===== config.mk =====
export PLATFORM = sky130hd
export DESIGN_NAME = iprefetch_stream_buffer
export DESIGN_NICKNAME = d
export VERILOG_FILES = /design/src/rtl/iprefetch_stream_buffer.sv
export SDC_FILE = /design/constraint.sdc
export NUM_CORES = 2
export LEC_CHECK = 0
export CAP_MARGIN = 15
export CORE_MARGIN = 2
export CORE_UTILIZATION = 50
export DETAILED_ROUTE_END_ITERATION = 10
export GPL_TIMING_DRIVEN = 0
export PLACE_DENSITY = 0.78
export RECOVER_POWER = 100
export SYNTH_ARGS = -nofsm -noshare
export SYNTH_HDL_FRONTEND = slang
export SYNTH_SLANG_ARGS = --single-unit

===== constraint.sdc =====
create_clock -name clk -period 24.7 [get_ports clk]
set_clock_uncertainty 0.1 [all_clocks]
set_input_delay 4.94 -clock clk [delete_from_list [all_inputs] [get_ports clk]]
set_output_delay 4.94 -clock clk [all_outputs]
set_load 0.05 [all_outputs]

===== src/rtl/iprefetch_stream_buffer.sv =====
// Sequential-line instruction prefetch stream buffer between I-cache and slow memory.
// Optional hit/miss counters are built when PF_STATS_EN is defined.
module iprefetch_stream_buffer #(
  parameter int DEPTH  = 2,
  parameter int ADDR_W = 28
) (
  input  logic              clk,
  input  logic              proc_reset,
  input  logic              cache_read,
  input  logic              cache_write,
  input  logic [ADDR_W-1:0] cache_addr,
  input  logic [127:0]      cache_wdata,
  output logic [127:0]      cache_rdata,
  output logic              cache_ready,
  output logic              mem_read,
  output logic              mem_write,
  output logic [ADDR_W-1:0] mem_addr,
  output logic [127:0]      mem_wdata,
  input  logic [127:0]      mem_rdata,
  input  logic              mem_ready
`ifdef PF_STATS_EN
  ,
  output logic [15:0]       stat_hit,
  output logic [15:0]       stat_miss
`endif
);

  localparam int PW = (DEPTH > 1) ? $clog2(DEPTH) : 1;
  localparam int CW = $clog2(DEPTH + 1);

  typedef enum logic [1:0] {
    IDLE,
    DEMAND,
    PREFETCH,
    WRITE
  } state_e;

  state_e            state_q, state_d;
  logic [ADDR_W-1:0] tag_q  [DEPTH];
  logic [ADDR_W-1:0] tag_d  [DEPTH];
  logic [127:0]      data_q [DEPTH];
  logic [127:0]      data_d [DEPTH];
  logic [DEPTH-1:0]  valid_q, valid_d;
  logic [PW-1:0]     head_q, head_d;
  logic [CW-1:0]     count_q, count_d;
  logic [ADDR_W-1:0] next_pf_q, next_pf_d;
  logic [ADDR_W-1:0] maddr_q, maddr_d;
  logic [127:0]      wdata_q, wdata_d;
  logic [127:0]      rdata_q, rdata_d;
  logic              rd_q, rd_d;
  logic              wr_q, wr_d;
  logic              rdy_q, rdy_d;

  logic              hit;
  logic [CW-1:0]     hit_k;
  logic [PW-1:0]     hit_idx;
  logic [PW-1:0]     tail;

  function automatic logic [PW-1:0] wrap(input int v);
    return PW'(v % DEPTH);
  endfunction

  // Search only the occupied slots, oldest first; hit_k is the offset from head.
  always_comb begin
    hit     = 1'b0;
    hit_k   = '0;
    hit_idx = '0;
    for (int k = 0; k < DEPTH; k++) begin
      if (!hit && (k < int'(count_q))
          && valid_q[wrap(int'(head_q) + k)]
          && (tag_q[wrap(int'(head_q) + k)] == cache_addr)) begin
        hit     = 1'b1;
        hit_k   = CW'(k);
        hit_idx = wrap(int'(head_q) + k);
      end
    end
  end

  assign tail = wrap(int'(head_q) + int'(count_q));

  always_comb begin
    state_d   = state_q;
    tag_d     = tag_q;
    data_d    = data_q;
    valid_d   = valid_q;
    head_d    = head_q;
    count_d   = count_q;
    next_pf_d = next_pf_q;
    maddr_d   = maddr_q;
    wdata_d   = wdata_q;
    rdata_d   = rdata_q;
    rd_d      = rd_q;
    wr_d      = wr_q;
    rdy_d     = 1'b0;
    unique case (state_q)
      IDLE: begin
        if (!rdy_q) begin
          if (cache_write) begin
            for (int k = 0; k < DEPTH; k++) begin
              if (valid_q[k] && (tag_q[k] == cache_addr)) begin
                valid_d[k] = 1'b0;
              end
            end
            wr_d    = 1'b1;
            maddr_d = cache_addr;
            wdata_d = cache_wdata;
            state_d = WRITE;
          end else if (cache_read && hit) begin
            rdy_d   = 1'b1;
            rdata_d = data_q[hit_idx];
            for (int k = 0; k < DEPTH; k++) begin
              if (CW'(k) <= hit_k) begin
                valid_d[wrap(int'(head_q) + k)] = 1'b0;
              end
            end
            head_d  = wrap(int'(hit_idx) + 1);
            count_d = count_q - hit_k - CW'(1);
            state_d = (int'(count_d) < DEPTH) ? PREFETCH : IDLE;
          end else if (cache_read) begin
            valid_d = '0;
            head_d  = '0;
            count_d = '0;
            rd_d    = 1'b1;
            maddr_d = cache_addr;
            state_d = DEMAND;
          end
        end
      end
      DEMAND: begin
        if (mem_ready) begin
          rd_d      = 1'b0;
          rdy_d     = 1'b1;
          rdata_d   = mem_rdata;
          next_pf_d = maddr_q + ADDR_W'(1);
          state_d   = PREFETCH;
        end
      end
      PREFETCH: begin
        // One idle cycle separates consecutive memory requests.
        if (rd_q && mem_ready) begin
          tag_d[tail]   = next_pf_q;
          data_d[tail]  = mem_rdata;
          valid_d[tail] = 1'b1;
          count_d       = count_q + CW'(1);
          next_pf_d     = next_pf_q + ADDR_W'(1);
          rd_d          = 1'b0;
          if (int'(count_q) + 1 >= DEPTH) begin
            state_d = IDLE;
          end
        end else if (!rd_q) begin
          rd_d    = 1'b1;
          maddr_d = next_pf_q;
        end
      end
      WRITE: begin
        if (mem_ready) begin
          wr_d    = 1'b0;
          rdy_d   = 1'b1;
          state_d = IDLE;
        end
      end
      default: state_d = IDLE;
    endcase
  end

  always_ff @(posedge clk or posedge proc_reset) begin
    if (proc_reset) begin
      state_q   <= IDLE;
      tag_q     <= '{default: '0};
      data_q    <= '{default: '0};
      valid_q   <= '0;
      head_q    <= '0;
      count_q   <= '0;
      next_pf_q <= '0;
      maddr_q   <= '0;
      wdata_q   <= '0;
      rdata_q   <= '0;
      rd_q      <= 1'b0;
      wr_q      <= 1'b0;
      rdy_q     <= 1'b0;
    end else begin
      state_q   <= state_d;
      tag_q     <= tag_d;
      data_q    <= data_d;
      valid_q   <= valid_d;
      head_q    <= head_d;
      count_q   <= count_d;
      next_pf_q <= next_pf_d;
      maddr_q   <= maddr_d;
      wdata_q   <= wdata_d;
      rdata_q   <= rdata_d;
      rd_q      <= rd_d;
      wr_q      <= wr_d;
      rdy_q     <= rdy_d;
    end
  end

  assign cache_rdata = rdata_q;
  assign cache_ready = rdy_q;
  assign mem_read    = rd_q;
  assign mem_write   = wr_q;
  assign mem_addr    = maddr_q;
  assign mem_wdata   = wdata_q;

`ifdef PF_STATS_EN
  logic [15:0] hit_cnt_q;
  logic [15:0] miss_cnt_q;
  logic        acc_rd;

  assign acc_rd = (state_q == IDLE) && !rdy_q && cache_read && !cache_write;

  always_ff @(posedge clk or posedge proc_reset) begin
    if (proc_reset) begin
      hit_cnt_q  <= '0;
      miss_cnt_q <= '0;
    end else begin
      if (acc_rd && hit && (hit_cnt_q != 16'hFFFF)) begin
        hit_cnt_q <= hit_cnt_q + 16'd1;
      end
      if (acc_rd && !hit && (miss_cnt_q != 16'hFFFF)) begin
        miss_cnt_q <= miss_cnt_q + 16'd1;
      end
    end
  end

  assign stat_hit  = hit_cnt_q;
  assign stat_miss = miss_cnt_q;
`endif

endmodule


==> qor.log <==
[die] die area 59,200 um2
[placement] instance area after placement 35,400 um2
[clock_tree] number of buffers inserted by post-CTS setup repair 0
[logic_synthesis] nets in the synthesized netlist 2,529
[drt] number of detailed-route iterations in the first pass 5
[die] Initial Utilization 50.7%
[power_and_ir_drop] post-route total power 0.00553 W
[drt] Vias 21,400
[final_layout] net total in the final layout 3,168
[clock_tree] number of gates resized after cts 0
[final_layout] layout filler cell count 4,126
[sta] period utilization 47.5%
[clock_tree] Reg clk slew, reported paths 0.06 ns
[sta] Hold Worst Slack 0.397 ns
[drt] average routed wire per standard cell 23.4 um
[final_layout] layout cells sized above 1 20.9%
[sta] Final Hold Fails 0
[clock_tree] Longest Clk Path Bufs 3
[clock_tree] TritonCTS clock tree built
[sta] number of pins exceeding their max-slew limit in the final report 235
[logic_synthesis] instance count of the mapped netlist 2,232
[logic_synthesis] share of async-settable or async-resettable flops after synthesis 100%
[grt] global-route wire length before repair 132 mm
[logic_synthesis] post-synth design cell area 28,600 um2
[placement] number of port buffers 562
[critical_path] startpoint kind of the worst setup timing path input port
[sta] actual slew at the worst max-slew pin 6.56 ns
[die] Die Height 243 um
[grt] overall routing resource usage 28.9%
[logic_synthesis] area share of the leading cell type in the synthesized netlist 55.4%
[grt] via count of the first global-routing pass 22,300
[clock_tree] cts bufs inserted 70
[logic_synthesis] Commonest cells post-synth sky130_fd_sc_hd__dfrtp_1, sky130_fd_sc_hd__mux2_2, sky130_fd_sc_hd__mux2i_1
[die] width of the chip 243 um
[sta] Final Setup Violations 0
[die] area of the core 56,500 um2
[placement] detailed placement HPWL 63.0 mm
[power_and_ir_drop] Worst VDD drop 0.0979 mV
[logic_synthesis] Yosys warnings 0
[logic_synthesis] post-synthesis sequential area ratio 55.4%
[drt] DRC violation total after the first TritonRoute iteration 1,665
[critical_path] endpoint arrival time on the critical path 10.75 ns
[clock_tree] number of sinks handled by clock tree synthesis 634
[outcome] run status finished, violations left
[logic_synthesis] Post-synth EDFFs 0
[final_layout] Layout Area Growth over Synthesis 31.3%
[outcome] violated checks capacitance limit, slew limit
[drt] Remaining DRCs 0
[logic_synthesis] cell with the most instances after synthesis sky130_fd_sc_hd__dfrtp_1
[placement] routability-driven placement congestion ratio 0.932
[final_layout] footprint of the multi-input gates 11,800 um2
[die] top-level port count 576
[drt] via density per instance 5.79
[flow_run] reported max-cap violation count 2
[die] FP Rows 87
[final_layout] area taken by flip-flops and latches 15,900 um2
[logic_synthesis] post-synthesis sequential element count 634
[sta] highest attainable clock frequency 85.2 MHz
[clock_tree] Hold Buf Count CTS 0
[final_layout] final design area excluding fillers 37,600 um2
[sta] worst slew margin relative to its limit -338%
[logic_synthesis] top cell type by total area after synthesis sky130_fd_sc_hd__dfrtp_1
[worst_hold_path] worst min path class reg -> reg
[power_and_ir_drop] reported leakage power 16.7 nW
[power_and_ir_drop] cell area power density 147 nW/um2
[clock_tree] clk_lat worst skew 0.61 ns
[sta] Total Neg Setup Slack 0 ns
[critical_path] endpoint required time on the critical path 23.71 ns
[grt] Remaining Overflow, GRT 0
[logic_synthesis] largest cells by area after synthesis sky130_fd_sc_hd__dfrtp_1, sky130_fd_sc_hd__mux2_2, sky130_fd_sc_hd__mux2i_1, sky130_fd_sc_hd__a22oi_1, sky130_fd_sc_hd__o21ai_1
[drt] number of nets with antenna violations after detailed routing 0
[critical_path] biggest fanout along the worst timing path 114
[clock_tree] Root Buffer sky130_fd_sc_hd__clkbuf_16
[grt] initial antenna violation count 15
[drt] wirelength, routed 86.2 mm
[clock_tree] level count of the clock H-tree 3
[final_layout] Finished Core Util 66.5%
[sta] shortest period the worst path allows 11.74 ns
[grt] maximum number of pins on one net before global-route repair 140
[sta] RSZ-0062 raised after global routing no
[logic_synthesis] predominant post-synthesis flop cell sky130_fd_sc_hd__dfrtp_1
[logic_synthesis] mean instance size in the synthesized netlist 12.8 um2
[critical_path] Setup Crit Path Kind in -> async
[critical_path] Crit. End Element async pin
[logic_synthesis] post-synthesis cell type count 66
-- final timing paths --
check | depth (start not counted) | start | slack, ns | endpoint
max | 3 | proc_reset | 12.96 | cache_rdata[113]
min | 1 | mem_wdata[111] | 0.40 | mem_wdata[111]
max reg2reg | 19 | state_q[0] | 18.26 | next_pf_q[24]
min reg2reg | 1 | mem_wdata[111] | 0.40 | mem_wdata[111]
max in group clk | 11 | cache_addr[24] | 15.57 | cache_rdata[111]
min in group asynchronous | 2 | proc_reset | 4.80 | mem_wdata[4]
-- cell usage in the layout, fill, tap and decap left out, types with 24 or more instances in the layout --
| cell type | netlist | routed |
|---|---|---|
| sky130_fd_sc_hd__clkbuf_1 | 74 | 119 |
| sky130_fd_sc_hd__nand2_1 | 89 | 89 |
| sky130_fd_sc_hd__a21oi_1 | 51 | 51 |
| sky130_fd_sc_hd__nand3_1 | 28 | 28 |
| sky130_fd_sc_hd__a22oi_1 | 130 | 130 |
| sky130_fd_sc_hd__clkbuf_16 | 0 | 72 |
| sky130_fd_sc_hd__mux2i_1 | 190 | 190 |
| sky130_fd_sc_hd__dlygate4sd3_1 | 0 | 291 |
| sky130_fd_sc_hd__xnor2_1 | 43 | 43 |
| sky130_fd_sc_hd__o21ai_0 | 73 | 180 |
| sky130_fd_sc_hd__mux2_2 | 443 | 441 |
| sky130_fd_sc_hd__xor2_1 | 49 | 49 |
| sky130_fd_sc_hd__buf_2 | 38 | 24 |
| sky130_fd_sc_hd__nor2_1 | 25 | 25 |
| sky130_fd_sc_hd__dfrtp_1 | 634 | 634 |
| sky130_fd_sc_hd__clkdlybuf4s50_1 | 0 | 271 |
-- state kept, by name (all words and copies together) (netlist names) --
signal	count
cache_rdata	128
cache_ready	1
count_q	2
data_q	256
head_q	1
mem_addr	28
mem_read	1
mem_wdata	128
mem_write	1
next_pf_q	28
state_q	2
tag_q	56
valid_q	2
-- layer usage --
metal | wire length [um] | track usage, % | part of all wire, % | vias up
li1 | - | - | - | 9449
met1 | 34100 | 36.2 | 40 | 10800
met2 | 42400 | 48.2 | 49 | 948
met3 | 6080 | 5.76 | 7.0 | 193
met4 | 3700 | 13.8 | 4.3 | 2
met5 | 12 | 0 | 0.014 | -
-- cell type report --
class                           count  share of cell area (%)
Inverter                           11                   0.113
Buffer                            156                    2.02
Clock buffer                       95                    5.37
Multi-Input combinational cell   1431                    31.5
Timing Repair Buffer              567                    15.2
Tap cell                          756                    2.52
Clock inverter                     29                   0.982
Sequential cell                   634                    42.2
Antenna cell                       14                  0.0932
-- through the flow --
step                setup slack [ns]  instances
floorplan                       1.90       2232
global placement               -4.39       3550
detailed placement             16.05       3555
CTS                            16.69       3679
global route                   11.58       3692
finish                         12.96       3693
-- where the power goes --
part	leakage, nW	switching (W)	internal [W]	total [W]
sequential	7.77	0.000346	0.00154	0.00189
combinational	7.75	0.00161	0.000957	0.00256
clock	1.17	0.000438	0.000641	0.00108
-- worst max-delay path: stages --
cell and delay [ns]:
sky130_fd_sc_hd__dlygate4sd3_1 0.54, sky130_fd_sc_hd__clkinvlp_2 0.50, sky130_fd_sc_hd__clkbuf_1 4.57
-- cell families after synthesis --
kind of cell | synth area share, %
flops | 55.4
mux | 24.1
compound gates | 9.73
simple gates | 4.42
buf+inv | 3.23
xor+xnor | 2.81
fa+ha+maj | 0.350
Power figures use the tool's default switching activity.
